### src/rtl/pc_sequencer_if.sv
`default_nettype none
// ============================================================================
// Module      : pc_sequencer_if
// Description : Bus bundle between the control unit / datapath and the
//               pc_sequencer. It carries the next-PC sources, the write
//               enables, the exception request and the PC/EPC/cause outputs.
//               The master modport is the control/datapath side and the
//               slave modport is the sequencer.
//   pc_src        2      next-PC select (0 alu_result, 1 alu_out,
//                        2 jump_target, 3 epc_q)
//   pc_write      1      unconditional PC write enable
//   pc_write_cond 1      branch PC write enable
//   branch_ne     1      0 = beq, 1 = bne
//   zero          1      ALU zero flag
//   alu_result    WIDTH  combinational ALU output
//   alu_out       WIDTH  registered ALUOut
//   jump_target   WIDTH  jump address
//   exc_req       1      exception request
//   exc_cause     1      0 invalid opcode, 1 overflow
//   pc_q          WIDTH  current PC
//   epc_q         WIDTH  exception PC
//   cause_q       2      last exception cause
//   exc_busy      1      high for the single exception cycle
// Revision    : 1.0 - initial release
// ============================================================================
interface pc_sequencer_if #(
    parameter int WIDTH = 32
);
    logic [1:0]       pc_src;
    logic             pc_write;
    logic             pc_write_cond;
    logic             branch_ne;
    logic             zero;
    logic [WIDTH-1:0] alu_result;
    logic [WIDTH-1:0] alu_out;
    logic [WIDTH-1:0] jump_target;
    logic             exc_req;
    logic             exc_cause;
    logic [WIDTH-1:0] pc_q;
    logic [WIDTH-1:0] epc_q;
    logic [1:0]       cause_q;
    logic             exc_busy;

    modport master (
        output pc_src, pc_write, pc_write_cond, branch_ne, zero,
               alu_result, alu_out, jump_target, exc_req, exc_cause,
        input  pc_q, epc_q, cause_q, exc_busy
    );

    modport slave (
        input  pc_src, pc_write, pc_write_cond, branch_ne, zero,
               alu_result, alu_out, jump_target, exc_req, exc_cause,
        output pc_q, epc_q, cause_q, exc_busy
    );
endinterface
`default_nettype wire

### src/rtl/pc_sequencer.sv
`default_nettype none
// ============================================================================
// Module      : pc_sequencer
// Description : Program-counter sequencer for the multicycle MIPS datapath.
//               Holds PC and EPC, selects the next PC from ALU result,
//               ALUOut, jump target or EPC, handles beq/bne conditional
//               writes and runs a two-state exception FSM (RUN/EXC) that
//               saves PC into EPC and redirects fetch to a cause vector.
// Ports       : clk      - system clock, rising edge
//               reset_n  - synchronous active-low reset
//               bus      - pc_sequencer_if.slave (sources, enables,
//                          exception request, PC/EPC/cause/busy outputs)
// Options     : PC_ALIGN_CHECK_EN - when defined, a PC write whose target
//               has nonzero low two bits raises an address-error exception
//               (cause 2, vector VEC_ADE) instead of writing the PC.
// Revision    : 1.0 - initial release
// ============================================================================
module pc_sequencer #(
    parameter int               WIDTH      = 32,
    parameter logic [WIDTH-1:0] RESET_PC   = '0,
    parameter logic [WIDTH-1:0] VEC_OPCODE = 'h0000_00FD,
    parameter logic [WIDTH-1:0] VEC_OVF    = 'h0000_00FE,
    parameter logic [WIDTH-1:0] VEC_ADE    = 'h0000_00FF
) (
    input  logic          clk,
    input  logic          reset_n,
    pc_sequencer_if.slave bus
);

    typedef enum logic [0:0] {
        ST_RUN = 1'b0,
        ST_EXC = 1'b1
    } state_t;

    state_t           state_q, state_d;
    logic [WIDTH-1:0] pc_q, pc_d;
    logic [WIDTH-1:0] epc_q, epc_d;
    logic [1:0]       cause_q, cause_d;
    logic [WIDTH-1:0] w_nxt;
    logic             w_we;

    // Next-PC source select
    always_comb begin
        w_nxt = bus.alu_result;
        case (bus.pc_src)
            2'd0:    w_nxt = bus.alu_result;
            2'd1:    w_nxt = bus.alu_out;
            2'd2:    w_nxt = bus.jump_target;
            default: w_nxt = epc_q;
        endcase
    end

    // Branch condition: beq writes on zero, bne writes on not-zero
    assign w_we = bus.pc_write | (bus.pc_write_cond & (bus.zero ^ bus.branch_ne));

`ifndef PC_ALIGN_CHECK_EN
    // Address-error vector has no use without the alignment check
    logic w_unused_vec_ade;
    assign w_unused_vec_ade = ^VEC_ADE;
`endif

    always_comb begin
        state_d = state_q;
        pc_d    = pc_q;
        epc_d   = epc_q;
        cause_d = cause_q;
        case (state_q)
            ST_RUN: begin
                // Exception request wins; any concurrent PC write is dropped
                if (bus.exc_req) begin
                    epc_d   = pc_q;
                    cause_d = {1'b0, bus.exc_cause};
                    pc_d    = bus.exc_cause ? VEC_OVF : VEC_OPCODE;
                    state_d = ST_EXC;
                end else if (w_we) begin
`ifdef PC_ALIGN_CHECK_EN
                    if (w_nxt[1:0] != 2'b00) begin
                        epc_d   = pc_q;
                        cause_d = 2'd2;
                        pc_d    = VEC_ADE;
                        state_d = ST_EXC;
                    end else begin
                        pc_d = w_nxt;
                    end
`else
                    pc_d = w_nxt;
`endif
                end
            end
            // Single-cycle state: all requests are ignored here
            ST_EXC: begin
                state_d = ST_RUN;
            end
            default: begin
                state_d = ST_RUN;
            end
        endcase
    end

    always_ff @(posedge clk) begin
        if (!reset_n) begin
            state_q <= ST_RUN;
            pc_q    <= RESET_PC;
            epc_q   <= '0;
            cause_q <= 2'd0;
        end else begin
            state_q <= state_d;
            pc_q    <= pc_d;
            epc_q   <= epc_d;
            cause_q <= cause_d;
        end
    end

    assign bus.pc_q     = pc_q;
    assign bus.epc_q    = epc_q;
    assign bus.cause_q  = cause_q;
    assign bus.exc_busy = (state_q == ST_EXC);

endmodule
`default_nettype wire

### src/flat_wrapper.sv
// flat-port wrapper written by rule: the top's interface ports become plain ports
module pc_sequencer_flat 
#(
    parameter int               WIDTH      = 32,
    parameter logic [WIDTH-1:0] RESET_PC   = '0,
    parameter logic [WIDTH-1:0] VEC_OPCODE = 'h0000_00FD,
    parameter logic [WIDTH-1:0] VEC_OVF    = 'h0000_00FE,
    parameter logic [WIDTH-1:0] VEC_ADE    = 'h0000_00FF
)
  (clk, reset_n, bus_pc_src, bus_pc_write, bus_pc_write_cond, bus_branch_ne, bus_zero, bus_alu_result, bus_alu_out, bus_jump_target, bus_exc_req, bus_exc_cause, bus_pc_q, bus_epc_q, bus_cause_q, bus_exc_busy);
  pc_sequencer_if #(.WIDTH(WIDTH)) bus_i ();
  input  logic clk;
  input  logic reset_n;
  input wire logic [$bits(bus_i.pc_src)-1:0] bus_pc_src;
  input wire logic [$bits(bus_i.pc_write)-1:0] bus_pc_write;
  input wire logic [$bits(bus_i.pc_write_cond)-1:0] bus_pc_write_cond;
  input wire logic [$bits(bus_i.branch_ne)-1:0] bus_branch_ne;
  input wire logic [$bits(bus_i.zero)-1:0] bus_zero;
  input wire logic [$bits(bus_i.alu_result)-1:0] bus_alu_result;
  input wire logic [$bits(bus_i.alu_out)-1:0] bus_alu_out;
  input wire logic [$bits(bus_i.jump_target)-1:0] bus_jump_target;
  input wire logic [$bits(bus_i.exc_req)-1:0] bus_exc_req;
  input wire logic [$bits(bus_i.exc_cause)-1:0] bus_exc_cause;
  output wire logic [$bits(bus_i.pc_q)-1:0] bus_pc_q;
  output wire logic [$bits(bus_i.epc_q)-1:0] bus_epc_q;
  output wire logic [$bits(bus_i.cause_q)-1:0] bus_cause_q;
  output wire logic [$bits(bus_i.exc_busy)-1:0] bus_exc_busy;
  assign bus_i.pc_src = bus_pc_src;
  assign bus_i.pc_write = bus_pc_write;
  assign bus_i.pc_write_cond = bus_pc_write_cond;
  assign bus_i.branch_ne = bus_branch_ne;
  assign bus_i.zero = bus_zero;
  assign bus_i.alu_result = bus_alu_result;
  assign bus_i.alu_out = bus_alu_out;
  assign bus_i.jump_target = bus_jump_target;
  assign bus_i.exc_req = bus_exc_req;
  assign bus_i.exc_cause = bus_exc_cause;
  assign bus_pc_q = bus_i.pc_q;
  assign bus_epc_q = bus_i.epc_q;
  assign bus_cause_q = bus_i.cause_q;
  assign bus_exc_busy = bus_i.exc_busy;
  pc_sequencer #(.WIDTH(WIDTH), .RESET_PC(RESET_PC), .VEC_OPCODE(VEC_OPCODE), .VEC_OVF(VEC_OVF), .VEC_ADE(VEC_ADE)) u_core (.clk(clk), .reset_n(reset_n), .bus(bus_i));
endmodule
### config.mk
export PLATFORM = sky130hd
export DESIGN_NAME = pc_sequencer_flat
export DESIGN_NICKNAME = d
export VERILOG_FILES = /design/src/rtl/pc_sequencer_if.sv /design/src/rtl/pc_sequencer.sv /design/src/flat_wrapper.sv
export SDC_FILE = /design/constraint.sdc
export NUM_CORES = 1
export LEC_CHECK = 0
export BUFFER_PORTS_ARGS = -buffer_cell sky130_fd_sc_hd__buf_4
export CAP_MARGIN = 20
export CORE_ASPECT_RATIO = 0.7
export CORE_MARGIN = 1
export CORE_UTILIZATION = 41
export CTS_CLUSTER_SIZE = 40
export DETAILED_ROUTE_END_ITERATION = 16
export HOLD_SLACK_MARGIN = 0.05
export PLACE_DENSITY = 0.77
export SKIP_LAST_GASP = 1
export SLEW_MARGIN = 20
export SYNTH_ARGS = -nofsm -noshare
export SYNTH_HDL_FRONTEND = slang
export SYNTH_SLANG_ARGS = --single-unit
### constraint.sdc
create_clock -name clk -period 1.1 [get_ports clk]
set_input_delay 0.165 -clock clk [delete_from_list [all_inputs] [get_ports clk]]
set_output_delay 0.165 -clock clk [all_outputs]
set_load 0.005 [all_outputs]
==> results.cfg <==
[floorplanning]
rows = 27
design.die.area_sq_mm = 0.00845
ios = 173
die_w_microns = 109
initial_core_util = 0.423
die_h_microns = 77.2
core_area_sq_mm = 0.00784

[routing]
drt-initial-drc-count = 161
drtAntennaViolNets = 0
vias = 3426
wl_per_cell_microns = 17.3
finalWirelength_microns = 11300
vias_per_cell = 5.25
first_pass_iters = 4
drc = 0

[synth]
yosysWarnings = 0
ys_types = 33
yosysMostFrequentCell = nand2_1
synth_top_area_frac = 0.399
syn_nets = 448
synth_xor_area_frac = 0.00264
ys_ff_latch = 66
ys_top_cells_by_count = 93 x nand2_1, 66 x dfxtp_1, 29 x mux4_2, 22 x nand3_1, 22 x o21ai_1
ys_seq_area_frac = 0.399
synth_area_leaders = dfxtp_1 40%, mux4_2 20%, nand2_1 11%
syn_inst = 342
synth.mux.area_fraction = 0.221
synth_edf_count = 0
ys.flop_type = dfxtp_1
synthArstFlopShare = 0
syn_area_per_cell_sq_um = 9.69
synthSimpleGateAreaFrac = 0.166
synth_top_family_by_area = multiplexers
synth.largest_area_cell = dfxtp_1
synth_area_sq_mm = 0.00331
synth-compound-area-share = 0.150
synthAdderAreaFrac = 0

[timing]
setup_ws_ps = -146
setup-tns-final_ps = -4780
setup_violations = 60
hold_viol = 0
skew_ps = 7.68
whs_ps = 114
rsz0062_at_grt = true
min_period_over_period = 1.13
period_needed_ps = 1250
max_freq_mhz = 803
finalMaxSlewViolations = 0

[global_route]
grt_start_max_net_pins = 32
grt_remaining_overflow = 0
grt_antenna_before_repair = 0
grt_pass1_wl_microns = 17000
grt_pass1_vias = 3352
grt_use_total = 0.265

[cells_and_area]
nets = 653
area.growth.synth_to_final_pct = 69.9
drive_gt1_frac = 0.564
final-seq-area_sq_mm = 0.00133
diodes = 0
final_core_util = 0.718
nFillCells = 575
instances_no_fill = 652
multi_input_area_sq_mm = 0.00193

[min_path]
hold_class = in2reg

[clock_tree]
path_clk_slew_ps = 60
cts_made_buffers = 9
root_buffer = clkbuf_16
clock_path_buffers = 2
cts_max_level = 3
clock_sinks = 66
cts_tree = done
clk_latency_ps = 320

[outcome]
violations = setup timing
outcome = finished with violations

[critical_path]
crit_required_ps = 1310
endpoint_kind = register
critPathArrivalTime_ps = 1460
path_class = reg2reg
critPathMaxFanout = 9
cp-start-kind = register

[placement]
gp_congestion = 0.823
dp.cells = 622
io_buffer_count = 171
dp_hpwl_microns = 7500
preCtsSetupSlack_ps = -254

[power]
power.density_mw_per_mm2 = 1190
ir_drop_mv = 0.674
p_leak_nw = 2.48

[flow_run]
max-cap-violations = 0
==> sequential cells by signal (all words and copies together) (netlist names) <==
name / flops
u_core.bus.cause_q: 1
u_core.bus.pc_q: 32
u_core.bus.exc_busy: 1
u_core.bus.epc_q: 32
==> kinds of logic after synthesis <==
family          Yosys count
simple gates            131
compound gates           75
flops                    66
buf+inv                  35
mux                      33
xor+xnor                  1
other cells               1
==> layout make-up <==
type | instances | area share
Clock buffer | 12 | 0.0438
Clock inverter | 3 | 0.00311
Inverter | 1 | 0.000667
Multi-Input combinational cell | 241 | 0.344
Sequential cell | 66 | 0.236
Tap cell | 101 | 0.0224
Timing Repair Buffer | 228 | 0.351
==> stage by stage <==
| stage | power (mW) | area [sq um] |
|---|---|---|
| 6_report | 6.73 | 5630 |
| 5_1_grt | 7.00 | 5630 |
| 4_1_cts | 6.68 | 5510 |
| 3_5_place_dp | 3.94 | 4950 |
| 3_3_place_gp | 3.91 | 4950 |
| 2_1_floorplan | 3.26 | 3380 |
==> worst paths after layout <==
| check | from | endpoint | slack, ps | cells after the start |
|---|---|---|---|---|
| min reg2reg | u_core.bus.pc_q[18] | u_core.bus.pc_q[18] | 470 | 2 |
| max reg2reg | u_core.bus.exc_busy | u_core.bus.pc_q[0] | -150 | 5 |
| max | u_core.bus.exc_busy | u_core.bus.pc_q[0] | -150 | 5 |
| min | bus_exc_cause | u_core.bus.cause_q[0] | 110 | 3 |
==> layer usage <==
metal  global-route usage  wire length [microns]  up-vias
li1                     -                      -     1625
met1                0.347                   4870     1635
met2                0.431                   5260      156
met3               0.0740                   1060       10
met4               0.0627                     85        0
met5                    0                      0        -
==> report_power, final <==
group          internal, mW  leakage, nW  switching, mW
Combinational         0.954         1.82          0.606
Clock                  1.57        0.128          0.983
Sequential             2.51        0.539          0.106
Total                  5.03         2.48           1.70
==> cells in the final DEF (no fill, tap or decap), types with 2 or more instances in the layout <==
cell type    n
o21ai_2      2
nand2_1     76
nand2_4      5
a21boi_1    20
clkbuf_1     2
nand2b_4     2
nand3_2      2
a21boi_0     3
buf_4      203
buf_12      10
nand3_1     22
nand2_2     12
a21oi_1      6
o211ai_1     2
a21boi_2    10
dfxtp_1     64
o21ai_0      4
buf_8        3
mux4_2      29
clkinv_2     2
mux4_1       2
clkbuf_16   13
buf_6        7
nor2_1       7
o21ai_1     24
==> repair_timing <==
| action | in CTS | in global routing |
|---|---|---|
| gates cloned | 7 | 4 |
| setup endpoints to repair | 66 | 68 |
| hold buffers | 0 | 0 |
| pin swaps | 2 | 20 |
| resized for setup | 37 | 45 |
| buffers inserted | 7 | 3 |
==> critical path: stages, from the launching register on <==
cell	delay, ps
dfxtp_4	380
nand2b_4	140
o22ai_4	60
buf_12	170
buf_4	140
a32o_1	240
Note: power is estimated with default switching activity, not from simulation.
